<file path="config.mk">
export PLATFORM = sky130hd
export DESIGN_NAME = ram_arbiter_flat
export DESIGN_NICKNAME = d
export VERILOG_FILES = /design/src/rtl/cpu_types_pkg.sv /design/src/rtl/ram_arbiter_if.sv /design/src/rtl/ram_arbiter_rr_picker.sv /design/src/rtl/ram_arbiter.sv /design/src/flat_wrapper.sv
export SDC_FILE = /design/constraint.sdc
export NUM_CORES = 1
export LEC_CHECK = 0
export BUFFER_PORTS_ARGS = -buffer_cell sky130_fd_sc_hd__buf_2
export CORE_AREA = 2 2 167 169
export CTS_CLUSTER_DIAMETER = 150
export DETAILED_ROUTE_END_ITERATION = 7
export DIE_AREA = 0 0 169 171
export PLACE_DENSITY = 0.34
export RECOVER_POWER = 25
export SYNTH_ARGS = -nofsm -noshare
export SYNTH_HDL_FRONTEND = slang
export SYNTH_HIERARCHICAL = 1
export SYNTH_SLANG_ARGS = --single-unit
</file>
<file path="constraint.sdc">
create_clock -name CLK -period 1.4 [get_ports CLK]
set_input_delay 0.14 -clock CLK [delete_from_list [all_inputs] [get_ports CLK]]
set_output_delay 0.14 -clock CLK [all_outputs]
set_load 0.1 [all_outputs]
</file>
<file path="src/rtl/cpu_types_pkg.sv">
// Shared CPU/memory types: RAM word and status, plus the RAM arbiter's state and requester index.
package cpu_types_pkg;

    localparam int WORD_W    = 32;
    localparam int CPU_COUNT = 2;

    typedef logic [WORD_W-1:0] word_t;

    typedef enum logic [1:0] {
        FREE   = 2'd0,
        BUSY   = 2'd1,
        ACCESS = 2'd2,
        ERROR  = 2'd3
    } ramstate_t;

    typedef enum logic {
        IDLE  = 1'b0,
        SERVE = 1'b1
    } arb_state_t;

    // Requester 2c is dcache c, requester 2c+1 is icache c.
    typedef logic [$clog2(2*CPU_COUNT)-1:0] req_idx_t;

endpackage

</file>
<file path="src/rtl/ram_arbiter_if.sv">
// Cache-side request/response signals and the single RAM port shared by all caches.
interface ram_arbiter_if #(parameter int CPUS = 2);
    import cpu_types_pkg::*;

    logic      [CPUS-1:0] iREN;
    word_t     [CPUS-1:0] iaddr;
    logic      [CPUS-1:0] iwait;
    word_t     [CPUS-1:0] iload;

    logic      [CPUS-1:0] dREN;
    logic      [CPUS-1:0] dWEN;
    word_t     [CPUS-1:0] daddr;
    word_t     [CPUS-1:0] dstore;
    logic      [CPUS-1:0] dwait;
    word_t     [CPUS-1:0] dload;

    logic                 ramREN;
    logic                 ramWEN;
    word_t                ramaddr;
    word_t                ramstore;
    word_t                ramload;
    ramstate_t            ramstate;

    // The arbiter is master of the RAM port and responder to the caches.
    modport master (
        input  iREN, iaddr, dREN, dWEN, daddr, dstore, ramload, ramstate,
        output iwait, iload, dwait, dload, ramREN, ramWEN, ramaddr, ramstore
    );

    modport slave (
        output iREN, iaddr, dREN, dWEN, daddr, dstore, ramload, ramstate,
        input  iwait, iload, dwait, dload, ramREN, ramWEN, ramaddr, ramstore
    );

endinterface

</file>
<file path="src/rtl/ram_arbiter_rr_picker.sv">
// Combinational round-robin pick: cores scanned from rr upward with wrap, dcache before icache in a core.
module rr_picker #(
    parameter  int CPUS  = 2,
    localparam int NREQ  = 2*CPUS,
    localparam int IDX_W = $clog2(NREQ),
    localparam int RR_W  = (CPUS > 1) ? $clog2(CPUS) : 1
) (
    input  logic [NREQ-1:0]  req,
    input  logic [RR_W-1:0]  rr,
    output logic [IDX_W-1:0] winner,
    output logic             valid
);

    always_comb begin
        winner = '0;
        valid  = 1'b0;
        // First pass covers cores rr..CPUS-1, second pass the wrapped cores 0..rr-1.
        for (int j = 0; j < CPUS; j++) begin
            if (!valid && (j >= int'(rr))) begin
                if (req[2*j]) begin
                    winner = IDX_W'(2*j);
                    valid  = 1'b1;
                end else if (req[2*j+1]) begin
                    winner = IDX_W'(2*j+1);
                    valid  = 1'b1;
                end
            end
        end
        for (int j = 0; j < CPUS; j++) begin
            if (!valid && (j < int'(rr))) begin
                if (req[2*j]) begin
                    winner = IDX_W'(2*j);
                    valid  = 1'b1;
                end else if (req[2*j+1]) begin
                    winner = IDX_W'(2*j+1);
                    valid  = 1'b1;
                end
            end
        end
    end

endmodule

</file>
<file path="src/rtl/ram_arbiter.sv">
// Shares one RAM port between every core's icache and dcache; one granted access at a time.
module ram_arbiter
    import cpu_types_pkg::*;
#(
    parameter int CPUS = 2
) (
    input  logic          CLK,
    input  logic          nRST,
    ram_arbiter_if.master bus
);

    localparam int NREQ  = 2*CPUS;
    localparam int IDX_W = $clog2(NREQ);
    localparam int RR_W  = (CPUS > 1) ? $clog2(CPUS) : 1;

    arb_state_t       state;
    logic [IDX_W-1:0] owner;
    logic [RR_W-1:0]  rr;

    logic [NREQ-1:0]  req;
    logic [IDX_W-1:0] pick_idx;
    logic             pick_vld;
    logic [RR_W-1:0]  oc;
    logic             owner_is_i;
    logic [RR_W-1:0]  next_rr;

    always_comb begin
        req = '0;
        for (int c = 0; c < CPUS; c++) begin
            req[2*c]   = bus.dREN[c] | bus.dWEN[c];
            req[2*c+1] = bus.iREN[c];
        end
    end

    rr_picker #(.CPUS(CPUS)) u_picker (
        .req    (req),
        .rr     (rr),
        .winner (pick_idx),
        .valid  (pick_vld)
    );

    assign oc         = owner[IDX_W-1:1];
    assign owner_is_i = owner[0];
    assign next_rr    = (oc == RR_W'(CPUS-1)) ? '0 : oc + 1'b1;

    // ACCESS is checked before the abandon test so a completing owner never counts as abandoned.
    always_ff @(posedge CLK or negedge nRST) begin
        if (!nRST) begin
            state <= IDLE;
            owner <= '0;
            rr    <= '0;
        end else begin
            case (state)
                IDLE: begin
                    if (pick_vld) begin
                        owner <= pick_idx;
                        state <= SERVE;
                    end
                end
                SERVE: begin
                    if (bus.ramstate == ACCESS) begin
                        rr    <= next_rr;
                        state <= IDLE;
                    end else if (!req[owner]) begin
                        state <= IDLE;
                    end
                end
                default: state <= IDLE;
            endcase
        end
    end

    // RAM drive and waits follow the registered owner, so async reset quiets them at once.
    always_comb begin
        bus.ramREN   = 1'b0;
        bus.ramWEN   = 1'b0;
        bus.ramaddr  = '0;
        bus.ramstore = '0;
        bus.iwait    = '1;
        bus.dwait    = '1;
        for (int c = 0; c < CPUS; c++) begin
            bus.iload[c] = bus.ramload;
            bus.dload[c] = bus.ramload;
        end
        if (state == SERVE) begin
            if (owner_is_i) begin
                bus.ramREN  = 1'b1;
                bus.ramaddr = bus.iaddr[oc];
            end else begin
                bus.ramWEN   = bus.dWEN[oc];
                bus.ramREN   = bus.dREN[oc] & ~bus.dWEN[oc];
                bus.ramaddr  = bus.daddr[oc];
                bus.ramstore = bus.dstore[oc];
            end
            if (bus.ramstate == ACCESS) begin
                if (owner_is_i) begin
                    bus.iwait[oc] = 1'b0;
                end else begin
                    bus.dwait[oc] = 1'b0;
                end
            end
        end
    end

endmodule

</file>
<file path="src/flat_wrapper.sv">
// flat-port wrapper written by rule: the top's interface ports become plain ports
module ram_arbiter_flat import cpu_types_pkg::*;
#(
    parameter int CPUS = 2
)
  (CLK, nRST, bus_iREN, bus_iaddr, bus_dREN, bus_dWEN, bus_daddr, bus_dstore, bus_ramload, bus_ramstate, bus_iwait, bus_iload, bus_dwait, bus_dload, bus_ramREN, bus_ramWEN, bus_ramaddr, bus_ramstore);
  ram_arbiter_if #(.CPUS(CPUS)) bus_i ();
  input  logic CLK;
  input  logic nRST;
  input wire logic [$bits(bus_i.iREN)-1:0] bus_iREN;
  input wire logic [$bits(bus_i.iaddr)-1:0] bus_iaddr;
  input wire logic [$bits(bus_i.dREN)-1:0] bus_dREN;
  input wire logic [$bits(bus_i.dWEN)-1:0] bus_dWEN;
  input wire logic [$bits(bus_i.daddr)-1:0] bus_daddr;
  input wire logic [$bits(bus_i.dstore)-1:0] bus_dstore;
  input wire logic [$bits(bus_i.ramload)-1:0] bus_ramload;
  input wire logic [$bits(bus_i.ramstate)-1:0] bus_ramstate;
  output wire logic [$bits(bus_i.iwait)-1:0] bus_iwait;
  output wire logic [$bits(bus_i.iload)-1:0] bus_iload;
  output wire logic [$bits(bus_i.dwait)-1:0] bus_dwait;
  output wire logic [$bits(bus_i.dload)-1:0] bus_dload;
  output wire logic [$bits(bus_i.ramREN)-1:0] bus_ramREN;
  output wire logic [$bits(bus_i.ramWEN)-1:0] bus_ramWEN;
  output wire logic [$bits(bus_i.ramaddr)-1:0] bus_ramaddr;
  output wire logic [$bits(bus_i.ramstore)-1:0] bus_ramstore;
  assign bus_i.iREN = bus_iREN;
  assign bus_i.iaddr = bus_iaddr;
  assign bus_i.dREN = bus_dREN;
  assign bus_i.dWEN = bus_dWEN;
  assign bus_i.daddr = bus_daddr;
  assign bus_i.dstore = bus_dstore;
  assign bus_i.ramload = bus_ramload;
  assign bus_i.ramstate = bus_ramstate;
  assign bus_iwait = bus_i.iwait;
  assign bus_iload = bus_i.iload;
  assign bus_dwait = bus_i.dwait;
  assign bus_dload = bus_i.dload;
  assign bus_ramREN = bus_i.ramREN;
  assign bus_ramWEN = bus_i.ramWEN;
  assign bus_ramaddr = bus_i.ramaddr;
  assign bus_ramstore = bus_i.ramstore;
  ram_arbiter #(.CPUS(CPUS)) u_core (.CLK(CLK), .nRST(nRST), .bus(bus_i));
endmodule
</file>
==> impl_results.md <==
- Die Ht: 171 um
- Final core area utilization: 20.31%
- Fmax: 0.5157 GHz
- Synth Register Bits: 4
- Syn_area_per_cell: 8.918 um2
- Die Span X: 169 um
- Setup CP Type: flop to output pin
- Met1 WL: 3.590 mm
- Post-place setup slack: -402.2 ps
- Met2 Wirelength: 5.939 mm
- TNS Setup: -29,800 ps
- Critical-path cell list: buf_8, mux4_2, and2_2, buf_6
- Top sig layer: met5
- Total of max-cap violations: 0
- Routed vias: 2,700
- Non-filler cells, final: 811
- Starting DRT DRC Count: 54
- Syn Nets: 548
- Clock Skew: 5.618 ps
- RSZ-0062 raised after global routing: true
- Final setup violating endpoints: between 70 and 80
- Mapped cell area: 0.002800 mm2
- Met3 routed WL: ~1.3 mm
- TritonCTS buffer count: 3
- Tcrit/Tclk final: 138.5%
- CP max stage cell: mux4_2
- Failing checks: setup timing
- Kind of cell adding the most delay to the critical path: multiplexers
- Critical Path AT: 1800 ps
- H-tree Lvls: 1
- Fin. Hold Viols: 0
- CTS tree: yes
- Placed cell count: 797
- Crit path largest cell delay: 510 ps
- Grt ovf: 0
- # clock sinks: 4
- Post-synth cell types: 29
- # port buffers: 271
- Measured slew at the worst slew-check pin: 221.7 ps
- Vias in the first global route: 2,909
- First-pass GRT wire length: between 15 and 20 mm
- Post-route ant nets: 0
- CP Capture Type: output pin
- Final wirelength: 11.05 mm
- R2r setup slk: -340 ps
- Tightest Hold Check Type: input pin to asynchronous set/reset pin
- Post-route minimum period: 1939 ps
- Post-DP HPWL: 8.849 mm
- Layout cells sized above 1: between 90% and 100%
- Initial antenna violation count: 2
- GP Congestion: 0.6576
- # rows: 61
- Max Buffers Root-to-Sink: 2
- Reg-to-Reg End: u_core/state
- Max-slew violations: 0
- Worst setup SP type: flop
- Post-DR wirelength/cell: 13.63 um
- DRC: 0
- # IOs: 432
- Total Routing Usage GR: 7.381%
- YS warnings: 6
- CTS root buf: clkbuf_16
- Die Area: 0.02890 mm2
- Slew margin rel.: between 80% and 90%
- Vias per cell: 3.329
- Clk_lat worst skew: 230 ps
- CP bufs+invs: 2
- Mapped Cells: roughly 310
- Worst path required time: between 1000 and 1500 ps
- Final worst slack: -539.1 ps
- Nets@finish: 699
- Initial Util: 10.25%
- Reg clk slew, reported paths: ~30 ps
- First-pass DRT Iterations: 5
- R2r worst-path depth: 4
- Pin count of the biggest net entering global routing: 29
- Critical-path maximum fanout: 8
- Post-synthesis sequential area ratio: 3.575%
- Outcome: finished, violations left
- P&R area growth vs syn: 98.21%
- Reg-to-Reg Start: u_core/owner[1]
- CORE AREA: 0.02732 mm2
layout by cell type (no fill, tap or decap):
cell,count
or2_1,2
buf_8,4
a21o_1,1
buf_2,201
nand3_1,1
and2_4,28
o21ai_0,2
a31o_1,1
clkbuf_1,1
nor2_1,5
nor2_4,34
and2_2,4
o21a_4,1
nand2b_1,1
o32ai_4,1
dfrtp_2,2
a211o_1,1
buf_16,4
or3_4,1
buf_4,5
mux2i_4,14
buf_6,8
mux2i_2,19
nand3b_1,1
dfrtp_4,1
mux2_2,2
dfrtp_1,1
clkbuf_16,3
nand2b_4,1
nand4_1,1
nand2_1,3
mux4_2,33
buf_12,71
dlygate4sd3_1,1
diode_2,1
nor2b_1,2
inv_1,3
kinds of logic (layout without fill, tap and decap cells):
kind of cell           Yosys count  in the layout  share of synthesized area [%]
AND/OR/NAND/NOR                 84             84                          15.01
AO/OA/AOI/OAI                    7              7                          1.832
flip-flops                       4              4                          3.575
multiplexers                    68             68                          39.81
buffers and inverters          151            301                          39.77
other                            0              1                              0
worst reg2reg max path, cell delays in order, from the launching register on:
cell and delay, ps:
dfrtp_4 470, buf_8 190, buf_16 230, mux4_2 510, a31o_1 220
metal layers:
layer  vias up  track usage (%)
met3        23            2.822
met5         -                0
met2       193            14.38
met1      1230            6.992
met4         2            2.713
li1       1252                -
cells in the mapped netlist, drive strengths merged:
cell / number / area (um2)
nand4: 1 / 6.260
clkbuf: 8 / 30.03
buf: 140 / 1072
o21ai: 2 / 10.01
o32ai: 1 / 8.760
a31o: 1 / 8.760
nand2b: 2 / 12.51
o21a: 1 / 7.510
nand3b: 1 / 7.510
and2: 32 / 200.2
mux4: 33 / 762.0
nor2b: 2 / 12.51
mux2i: 33 / 330.3
or3: 1 / 6.260
inv: 3 / 11.26
nand3: 1 / 5.000
a211o: 1 / 8.760
dfrtp: 4 / 100.1
nor2: 39 / 146.4
mux2: 2 / 22.52
nand2: 3 / 11.26
or2: 2 / 12.51
a21o: 1 / 7.510
how the worst max path moves through the flow:
stage / start / end / slack, ps / cells past startpoint
2_1_floorplan: u_core/owner[1] / bus_iwait[1] / -430 / 4
3_3_place_gp: u_core/owner[1] / bus_ramaddr[16] / -400 / 4
3_5_place_dp: u_core/owner[1] / bus_ramaddr[16] / -400 / 4
4_1_cts: u_core/owner[1] / bus_ramaddr[10] / -550 / 5
5_1_grt: u_core/owner[1] / bus_ramaddr[30] / -580 / 4
6_report: u_core/owner[1] / bus_ramaddr[29] / -540 / 4
repair_timing:
item | in CTS | in global routing
hold endpoints to repair | 4 | 0
gates cloned | 3 | 0
setup buffers | 1 | 4
resized for setup | 170 | 26
hold buffers | 1 | 0
pin swaps | 7 | 4
setup endpoints to repair | 71 | 71
sequential cells by signal, indices dropped and copies added, names as in the netlist:
name and count:
u_core/owner 2, u_core/rr 1, u_core/state 1
cell type report:
type / count / area (um2)
inverter: 3 / 11.26
clock buffer: 4 / 78.83
fill: 2977 / 21770
multi-input combinational: 159 / 2183
antenna: 1 / 2.502
timing repair buffer: 294 / 2735
sequential: 4 / 106.4
tap: 346 / 432.9
per-stage QoR:
stage | hold WS, ps | instance area [um2]
2_1_floorplan | -155.6 | 3172
3_3_place_gp | -31.14 | 4574
3_5_place_dp | -30.75 | 4574
4_1_cts | 281.6 | 5403
5_1_grt | 280.4 | 5548
6_report | 270.2 | 5550
Power is not shown: default switching activity piles up to over one toggle a cycle in this logic, so the estimate is an artifact.
